==> src/rtl/wbu_commit_stage_pkg.sv <==
// Shared definitions for the write-back/commit stage.
//
// Contents:
//   ST_*           FSM state encoding (BOOT, IDLE, COMMIT, REDIRECT)
//   CSR_*          compressed machine-mode CSR indices
//   MCAUSE_ECALL_M mcause value written by an M-mode ecall
//   MSTATUS_RESET  mstatus value after reset (MPP = M)

package wbu_commit_stage_pkg;

  localparam logic [1:0] ST_BOOT     = 2'd0;
  localparam logic [1:0] ST_IDLE     = 2'd1;
  localparam logic [1:0] ST_COMMIT   = 2'd2;
  localparam logic [1:0] ST_REDIRECT = 2'd3;

  localparam logic [1:0] CSR_MSTATUS = 2'd0;
  localparam logic [1:0] CSR_MTVEC   = 2'd1;
  localparam logic [1:0] CSR_MEPC    = 2'd2;
  localparam logic [1:0] CSR_MCAUSE  = 2'd3;

  localparam logic [31:0] MCAUSE_ECALL_M = 32'd11;
  localparam logic [31:0] MSTATUS_RESET  = 32'h0000_1800;

endpackage

==> src/rtl/wbu_csr_file.sv <==
// Machine-mode CSR file: mstatus, mtvec, mepc, mcause.
//
// Ports:
//   clk, rst        clock, synchronous active-high reset
//   raddr / rdata   combinational read port
//   wen/waddr/wdata general CSR write port
//   trap_wen        ecall side effect: mepc <= trap_epc, mcause <= 11
//   trap_epc        PC of the trapping instruction
//   mtvec, mepc     direct views used for next-PC selection

import wbu_commit_stage_pkg::*;

module wbu_csr_file #(
  parameter int AW = 2
) (
  input  logic          clk,
  input  logic          rst,
  input  logic [AW-1:0] raddr,
  output logic [31:0]   rdata,
  input  logic          wen,
  input  logic [AW-1:0] waddr,
  input  logic [31:0]   wdata,
  input  logic          trap_wen,
  input  logic [31:0]   trap_epc,
  output logic [31:0]   mtvec,
  output logic [31:0]   mepc
);

  logic [31:0] mstatus_q;
  logic [31:0] mtvec_q;
  logic [31:0] mepc_q;
  logic [31:0] mcause_q;

  // The trap write is placed after the general write so that, when both
  // target mepc/mcause, the trap values win; other indices keep the
  // general write.
  always_ff @(posedge clk) begin
    if (rst) begin
      mstatus_q <= MSTATUS_RESET;
      mtvec_q   <= 32'd0;
      mepc_q    <= 32'd0;
      mcause_q  <= 32'd0;
    end else begin
      if (wen) begin
        if (waddr == AW'(CSR_MSTATUS)) mstatus_q <= wdata;
        if (waddr == AW'(CSR_MTVEC))   mtvec_q   <= wdata;
        if (waddr == AW'(CSR_MEPC))    mepc_q    <= wdata;
        if (waddr == AW'(CSR_MCAUSE))  mcause_q  <= wdata;
      end
      if (trap_wen) begin
        mepc_q   <= trap_epc;
        mcause_q <= MCAUSE_ECALL_M;
      end
    end
  end

  always_comb begin
    rdata = mstatus_q;
    if (raddr == AW'(CSR_MTVEC))  rdata = mtvec_q;
    if (raddr == AW'(CSR_MEPC))   rdata = mepc_q;
    if (raddr == AW'(CSR_MCAUSE)) rdata = mcause_q;
  end

  assign mtvec = mtvec_q;
  assign mepc  = mepc_q;

endmodule

==> src/rtl/wbu_commit_stage.sv <==
// Write-back/commit stage. Accepts one retired instruction from the LSU,
// commits its register-file and CSR writes, then offers the next PC to
// fetch on a valid/ready redirect channel.
//
// Ports:
//   clk, rst                    clock, synchronous active-high reset
//   in_valid/in_ready           instruction handshake from the LSU
//   pc_in ... fence_i_in        retired-instruction fields
//   rf_wen/rf_waddr/rf_wdata    register-file write (one cycle, COMMIT)
//   csr_raddr/csr_rdata         combinational CSR read for the EXU
//   npc_valid/npc_ready/npc     next-PC handshake to fetch
//   npc_flush                   I-cache invalidate, qualified by npc_valid
//
// Optional build macro WBU_INSTRET_EN adds:
//   instret      64-bit retired-instruction counter
//   commit_pulse high during the COMMIT cycle

import wbu_commit_stage_pkg::*;

module wbu_commit_stage #(
  parameter int          REG_AW   = 4,
  parameter int          CSR_AW   = 2,
  parameter logic [31:0] RESET_PC = 32'h3000_0000
) (
  input  logic              clk,
  input  logic              rst,
  input  logic              in_valid,
  output logic              in_ready,
  input  logic [31:0]       pc_in,
  input  logic [31:0]       result_in,
  input  logic              reg_write_in,
  input  logic [REG_AW-1:0] rd_in,
  input  logic              csr_write_in,
  input  logic [CSR_AW-1:0] csr_addr_in,
  input  logic              ecall_in,
  input  logic              mret_in,
  input  logic              is_branch_in,
  input  logic [31:0]       branch_target_in,
  input  logic              fence_i_in,
  output logic              rf_wen,
  output logic [REG_AW-1:0] rf_waddr,
  output logic [31:0]       rf_wdata,
  input  logic [CSR_AW-1:0] csr_raddr,
  output logic [31:0]       csr_rdata,
  output logic              npc_valid,
  input  logic              npc_ready,
  output logic [31:0]       npc,
`ifdef WBU_INSTRET_EN
  output logic [63:0]       instret,
  output logic              commit_pulse,
`endif
  output logic              npc_flush
);

  logic [1:0]        state;
  logic [31:0]       lat_pc;
  logic [31:0]       lat_result;
  logic              lat_reg_write;
  logic [REG_AW-1:0] lat_rd;
  logic              lat_csr_write;
  logic [CSR_AW-1:0] lat_csr_addr;
  logic              lat_ecall;
  logic              lat_mret;
  logic              lat_branch;
  logic [31:0]       lat_target;
  logic              lat_fence_i;
  logic [31:0]       npc_q;
  logic [31:0]       next_npc;
  logic [31:0]       mtvec;
  logic [31:0]       mepc;
  logic              in_commit;

  assign in_commit = (state == ST_COMMIT);

  // Next-PC priority: ecall > mret > taken branch > sequential. The CSR
  // values seen here are the ones before the COMMIT-cycle update.
  always_comb begin
    next_npc = lat_pc + 32'd4;
    if (lat_ecall)       next_npc = mtvec;
    else if (lat_mret)   next_npc = mepc;
    else if (lat_branch) next_npc = lat_target;
  end

  // Main FSM plus the instruction latch. npc_q holds RESET_PC through
  // BOOT and the computed target through REDIRECT.
  always_ff @(posedge clk) begin
    if (rst) begin
      state         <= ST_BOOT;
      lat_pc        <= 32'd0;
      lat_result    <= 32'd0;
      lat_reg_write <= 1'b0;
      lat_rd        <= '0;
      lat_csr_write <= 1'b0;
      lat_csr_addr  <= '0;
      lat_ecall     <= 1'b0;
      lat_mret      <= 1'b0;
      lat_branch    <= 1'b0;
      lat_target    <= 32'd0;
      lat_fence_i   <= 1'b0;
      npc_q         <= RESET_PC;
    end else begin
      case (state)
        ST_BOOT: begin
          if (npc_ready) state <= ST_IDLE;
        end
        ST_IDLE: begin
          if (in_valid) begin
            lat_pc        <= pc_in;
            lat_result    <= result_in;
            lat_reg_write <= reg_write_in;
            lat_rd        <= rd_in;
            lat_csr_write <= csr_write_in;
            lat_csr_addr  <= csr_addr_in;
            lat_ecall     <= ecall_in;
            lat_mret      <= mret_in;
            lat_branch    <= is_branch_in;
            lat_target    <= branch_target_in;
            lat_fence_i   <= fence_i_in;
            state         <= ST_COMMIT;
          end
        end
        ST_COMMIT: begin
          npc_q <= next_npc;
          state <= ST_REDIRECT;
        end
        ST_REDIRECT: begin
          if (npc_ready) state <= ST_IDLE;
        end
        default: state <= ST_BOOT;
      endcase
    end
  end

  // The rf strobe is gated by rst so a reset landing in COMMIT drops the
  // write combinationally, matching the discarded CSR update.
  assign rf_wen    = in_commit && lat_reg_write && (lat_rd != '0) && !rst;
  assign rf_waddr  = lat_rd;
  assign rf_wdata  = lat_result;
  assign in_ready  = (state == ST_IDLE);
  assign npc_valid = (state == ST_BOOT) || (state == ST_REDIRECT);
  assign npc       = npc_q;
  assign npc_flush = (state == ST_REDIRECT) && lat_fence_i;

  wbu_csr_file #(.AW(CSR_AW)) u_csr (
    .clk      (clk),
    .rst      (rst),
    .raddr    (csr_raddr),
    .rdata    (csr_rdata),
    .wen      (in_commit && lat_csr_write),
    .waddr    (lat_csr_addr),
    .wdata    (lat_result),
    .trap_wen (in_commit && lat_ecall),
    .trap_epc (lat_pc),
    .mtvec    (mtvec),
    .mepc     (mepc)
  );

`ifdef WBU_INSTRET_EN
  // Retired-instruction counter; wraps naturally at 2^64.
  always_ff @(posedge clk) begin
    if (rst) instret <= 64'd0;
    else if (in_commit) instret <= instret + 64'd1;
  end

  assign commit_pulse = in_commit;
`endif

endmodule

==> config.mk <==
export PLATFORM = sky130hd
export DESIGN_NAME = wbu_commit_stage
export DESIGN_NICKNAME = d
export VERILOG_FILES = /design/src/rtl/wbu_commit_stage_pkg.sv /design/src/rtl/wbu_csr_file.sv /design/src/rtl/wbu_commit_stage.sv
export SDC_FILE = /design/constraint.sdc
export NUM_CORES = 1
export LEC_CHECK = 0
export BUFFER_PORTS_ARGS = -buffer_cell sky130_fd_sc_hd__buf_2
export CORE_MARGIN = 1.5
export CORE_UTILIZATION = 40
export CTS_CLUSTER_SIZE = 40
export DETAILED_ROUTE_END_ITERATION = 12
export PLACE_DENSITY_LB_ADDON = 0.12
export SKIP_CTS_REPAIR_TIMING = 1
export SLEW_MARGIN = 25
export SYNTH_ARGS = -nofsm -noshare
export SYNTH_HDL_FRONTEND = slang
export SYNTH_SLANG_ARGS = --single-unit
==> constraint.sdc <==
create_clock -name clk -period 2.51 [get_ports clk]
set_input_delay 0.1255 -clock clk [delete_from_list [all_inputs] [get_ports clk]]
set_output_delay 0.1255 -clock clk [all_outputs]
set_load 0.02 [all_outputs]
## After elaboration in Yosys (flattened, before gate mapping)

Cells that the tools add are included.

| storage, ports and cells | value |
|---|---|
| flip-flop bits (word level) | 270 |
| bits in latches | 0 |
| bits in writable memories | 0 |
| memory bits (read-only) | 0 |
| input port bits | 114 |
| output and inout bits | 104 |
| logic and storage cells | 68 |
| memories kept | 0 |

| operators by class | value |
|---|---|
| add/sub/neg operators | 1 |
| multiply operators | 0 |
| divide/modulo/power cells | 0 |
| magnitude comparators | 0 |
| equality and inequality tests | 11 |
| shift-type cells | 0 |
| muxes and demuxes | 15 |
| bitwise logic cells | 0 |
| reduce and logical (&&, ||, !) cells | 23 |

Operators by type and width:

| kind | count |
|---|---|
| 32-bit two-way mux | 9 |
| 32-bit by 3-bit adder with 32-bit output, second input constant | 1 |
| 2-bit AND reduction | 7 |
| 2-bit equality test, second input constant | 6 |
| 4-bit two-way mux | 3 |
| 2-bit by 1-bit equality test with 1-bit output, second input constant | 3 |
| 1-bit logical AND | 6 |
| 2-bit case mux with 3 select lines | 1 |
| 2-bit nonzero test | 3 |
| 2-bit zero test | 2 |
| 2-bit two-way mux | 2 |
| 4-bit nonzero test | 1 |
| 2-bit OR reduction | 2 |
| 2-bit by 1-bit inequality test with 1-bit output, second input constant | 1 |
| 2-bit inequality test, second input constant | 1 |
| 1-bit zero test | 1 |
| 1-bit logical OR | 1 |

## Logic depth before layout (Yosys ltp)

| depth | value |
|---|---|
| word-level depth | 4 |
| gate-level depth with buffers | 9 |
| gate-level depth less buffers | 7 |

## By module

From an unflattened synthesis, not the netlist that was laid out.

| second synthesis, totals | value |
|---|---|
| cells, all modules | 1480 |
| area, all modules | 12157.9 um^2 |

By module, submodules not included:

| module | instances | cells each | area each (um^2) | seq. area each (um^2) |
|---|---|---|---|---|
| wbu_commit_stage | 1 | 838 | 6456.2 | 2842.7 |
| wbu_csr_file | 1 | 642 | 5701.7 | 2562.5 |

## Least setup slack after synthesis

OpenSTA, ideal clock, no wires.

| timing path | value |
|---|---|
| kind | reg-to-reg |
| start | register state[0] |
| end | register lat_csr_addr[0] |
| setup time | 70 ps |
| data arrival time | 1824 ps |
| data required time | 2440 ps |
| setup slack | 616 ps |
| cell stages (with the launch flop) | 8 |
| buffers on the path | 3 |
| clock period less this slack | 1894 ps |
| path through | dfxtp_1 > ha_1 > and2_1 > clkbuf_1 > clkbuf_1 > buf_1 > nand2_1 > a21oi_1 |

| on the way | value |
|---|---|
| cells in the longest elaborated chain, start to end | 2 |

RTL lines:

| item | line | RTL |
|---|---|---|
| start: declaration | wbu_commit_stage.sv:55 | `logic [1:0] state;` |
| start signal: assignment | wbu_commit_stage.sv:88 | `state <= ST_BOOT;` |
| start signal: assignment | wbu_commit_stage.sv:104 | `if (npc_ready) state <= ST_IDLE;` |
| start signal: assignment | wbu_commit_stage.sv:119 | `state <= ST_COMMIT;` |
| 2-bit by 1-bit equality test with 1-bit output | - |  |
| named net in_ready | wbu_commit_stage.sv:28 | `output logic in_ready,` |
| 2-bit AND reduction (no source line) | - |  |
| end signal: assignment | wbu_commit_stage.sv:113 | `lat_csr_addr <= csr_addr_in;` |
| end: declaration | wbu_commit_stage.sv:61 | `logic [CSR_AW-1:0] lat_csr_addr;` |

The timed path passes the listed nets, and every way through them passes these cells.
A chain may end at the register's enable or synchronous reset.

## Final worst setup path

| timing path | value |
|---|---|
| start | register state[0] |
| end | output rf_wen |

| on the way | value |
|---|---|
| cells in the longest elaborated chain, start to end | 4 |

RTL lines:

| item | line | RTL |
|---|---|---|
| 2-bit equality test | wbu_commit_stage.sv:73 | `assign in_commit = (state == ST_COMMIT);` |
| 1-bit logical AND (3 in a row) | wbu_commit_stage.sv:136 | `assign rf_wen = in_commit && lat_reg_write && (lat_rd != '0) && !rst;` |
| end: declaration | wbu_commit_stage.sv:40 | `output logic rf_wen,` |

No other way between the ends.

==> impl_metrics.env <==
export IMPL_status="completed"
export IMPL_yosysWarningCount=0
export IMPL_ir_drop_uv=598
export IMPL_dp_hpwl_um=28700
export IMPL_async_flop_share_pct=0
export IMPL_initial_core_util_pct=41.0
export IMPL_hold_path_class="in -> reg"
export IMPL_drv_slew=0
export IMPL_fmaxAchievable_mhz=440
export IMPL_synth_cells=1476
export IMPL_syn_num_nets=1595
export IMPL_r2r_cells=7
export IMPL_synthFlopType="dfxtp_1"
export IMPL_hold_end="state[1]"
export IMPL_fin_worst_skew_ps=15.3
export IMPL_grt_max_degree=184
export IMPL_p_total_uw=12500
export IMPL_seqCellArea_sq_mm=0.00541
export IMPL_nets=1879
export IMPL_synth_avg_cell_area_sq_um=8.05
export IMPL_synthToLayoutAreaGrowth_pct=30.8
export IMPL_dp_slack_ps=410
export IMPL_htree_levels=1
export IMPL_drive_gt1_share_pct=20.4
export IMPL_final_hold_viol_count=0
export IMPL_worstMarginPinSlew_ps=876
export IMPL_setup_violations=0
export IMPL_p_per_area_mw_per_mm2=804
export IMPL_relSlewSlack_pct=41.6
export IMPL_routed_wl_um=42500
export IMPL_first_iter_violations=915
export IMPL_wire_per_inst_um=19.6
export IMPL_critPathLaunchType="register"
export IMPL_die_w_um=175
export IMPL_netlist_area_sq_mm=0.0119
export IMPL_synthTopCellsByArea="dfxtp_1 46%, nand2_1 15%, a21oi_1 9.3%, mux4_2 6.1%, clkbuf_1 3.1%"
export IMPL_power_leakage_uw=0.00579
export IMPL_dieHeight_um=175
export IMPL_ys_seq_elements=270
export IMPL_cts_tree="yes"
export IMPL_via_per_inst=5.43
export IMPL_hold_start="in_valid"
export IMPL_cts_root_buf="clkbuf_16"
export IMPL_core_region_area_sq_mm=0.0289
export IMPL_critPathRequiredTime_ps=2380
export IMPL_layout_setup_ws_ps=240
export IMPL_clockBufferDepth=3
export IMPL_hold_depth=4
export IMPL_design_area_sq_mm=0.0155
export IMPL_synth_top_area_share_pct=45.5
export IMPL_route_detailed_drc=0
export IMPL_fill_cells=2788
export IMPL_yosys_area_top_type="dfxtp_1"
export IMPL_place_area_sq_mm=0.0134
export IMPL_cp_end_kind="output port"
export IMPL_worst_path_largest_cell_delay_ps=350
export IMPL_cts_buffers=30
export IMPL_crit_slowest_cell="dfxtp_1"
export IMPL_track_usage_pct=26.5
export IMPL_grt_pass1_vias=10633
export IMPL_clock_latency_ps=560
export IMPL_seq_area_frac_synth_pct=45.5
export IMPL_hold_slack_ps=38.3
export IMPL_first_pass_iters=5
export IMPL_clkTransAtPathRegs_ps=60
export IMPL_crit_fanout=9
export IMPL_path_cells="inv_1 -> ha_2 -> clkinv_1 -> nor2_1 -> nand2_1 -> nor2_1 -> buf_2"
export IMPL_crit_reg2reg_launch="lat_pc[2]"
export IMPL_timing_rr_end="npc[26]"
export IMPL_arrival_ps=2140
export IMPL_io_buffers=217
export IMPL_min_period_ps=2270
export IMPL_diodes=0
export IMPL_die_area_sq_mm=0.0307
export IMPL_rows=62
export IMPL_ys_types=61
export IMPL_grt_pass1_wl_um=63700
export IMPL_grt_antenna_before_repair=0
export IMPL_fin_crit_sh_pct=90.4
export IMPL_rsz0062_at_grt="false"
export IMPL_ios=218
export IMPL_finalSetupTns_ps=0
export IMPL_crit_top_cell="nor2_1"
export IMPL_synth_edff_count=0
export IMPL_cap_violations=0
export IMPL_cp_num_buf_inv=3
export IMPL_grt_overflow=0
export IMPL_drtAntennaViolNets=0
export IMPL_r2r_setup_slack_ps=350
export IMPL_vias=11764
export IMPL_place_gp_congestion=0.925
export IMPL_path_class="reg -> out"
export IMPL_cp_top_family="simple AND/OR/NAND/NOR gates"
export IMPL_multi_input_area_sq_mm=0.00596
export IMPL_cts_sinks=270
-- cell usage after synthesis, types with 5 or more instances --
| master | instances |
|---|---|
| nand2_1 | 478 |
| dfxtp_1 | 270 |
| a21oi_1 | 221 |
| clkbuf_1 | 99 |
| nor2_1 | 59 |
| nand3_1 | 43 |
| a311oi_1 | 32 |
| mux4_2 | 32 |
| o21ai_0 | 28 |
| a211oi_1 | 13 |
| buf_1 | 13 |
| o22ai_1 | 13 |
| a221oi_1 | 12 |
| inv_1 | 12 |
| xnor2_1 | 12 |
| mux2i_1 | 10 |
| xor2_1 | 10 |
| nand4_1 | 9 |
| nor3_1 | 9 |
| o2bb2ai_1 | 7 |
| and3_1 | 6 |
| nand2b_1 | 6 |
| ha_1 | 5 |
| nor2b_1 | 5 |
-- flip-flops by register name, summed over array words and instances (netlist names) --
| register | cells |
|---|---|
| lat_branch | 1 |
| lat_csr_addr | 2 |
| lat_csr_write | 1 |
| lat_ecall | 1 |
| lat_fence_i | 1 |
| lat_mret | 1 |
| lat_pc | 32 |
| lat_reg_write | 1 |
| lat_target | 32 |
| npc | 32 |
| rf_waddr | 4 |
| rf_wdata | 32 |
| state | 2 |
| u_csr.mcause_q | 32 |
| u_csr.mepc | 32 |
| u_csr.mstatus_q | 32 |
| u_csr.mtvec | 32 |
-- cell usage in the layout, fill, tap and decap left out, types with 28 or more instances in the layout --
cell,n
nand2_1,477
dfxtp_1,269
dlygate4sd3_1,110
mux4_2,32
a311oi_1,32
buf_4,39
a21oi_1,221
buf_2,216
nor2_1,58
clkbuf_16,31
nand3_1,43
o21ai_0,28
-- per-stage QoR --
step	utilization, %	std cells
after floorplan	-	1476
after global placement	46.3	2002
after detailed placement	46.3	2002
after CTS	49.9	2056
after global routing	53.7	2166
final	53.7	2166
-- worst max-delay path by stage --
| stage | from | to | slack, ps | cells past startpoint |
|---|---|---|---|---|
| finish | state[0] | rf_wen | 240 | 7 |
| global route | state[0] | rf_wen | 100 | 7 |
| CTS | state[0] | rf_wen | 230 | 7 |
| detailed placement | lat_pc[2] | npc[26] | 410 | 7 |
| global placement | lat_pc[2] | npc[26] | 440 | 7 |
| floorplan | state[0] | lat_csr_addr[0] | 620 | 7 |
-- where the power goes --
| part | internal (uW) | switching, uW |
|---|---|---|
| registers | 4650 | 459 |
| logic | 1020 | 1780 |
| clock network | 2790 | 1790 |
| total | 8460 | 4030 |
-- worst register-to-register path, delay by kind of cell (launching register included) --
kind / cells / cell delay, ps
adders and majority gates: 1 / 240
DFF: 1 / 430
and+or+nand+nor: 3 / 670
buffers and inverters: 1 / 210
xor gates and xnor gates: 1 / 150
AOI/OAI and AO/OA: 1 / 360
-- metal layers --
layer / GRT usage (%) / wire [um] / vias to the layer above
li1: - / - / 5692
met5: 0.160 / 0 / -
met4: 6.52 / 892 / 0
met3: 3.46 / 2970 / 55
met2: 39.9 / 18900 / 463
met1: 40.0 / 19700 / 5554
-- logic make-up after synthesis --
group                      share of synthesized area [%]
AOI/OAI and AO/OA                                   18.7
DFF                                                 45.5
buffers and inverters                               4.50
adders and majority gates                          0.527
muxes                                               6.91
and+or+nand+nor                                     22.2
xor gates and xnor gates                            1.62
-- layout make-up --
type	count	share of cell area (%)
multi-input combinational	1073	38.4
sequential	270	34.8
timing repair buffer	371	16.7
clock buffer	43	5.80
tap	384	3.09
clock inverter	11	0.910
inverter	14	0.338
Power figures use the tool's default switching activity.
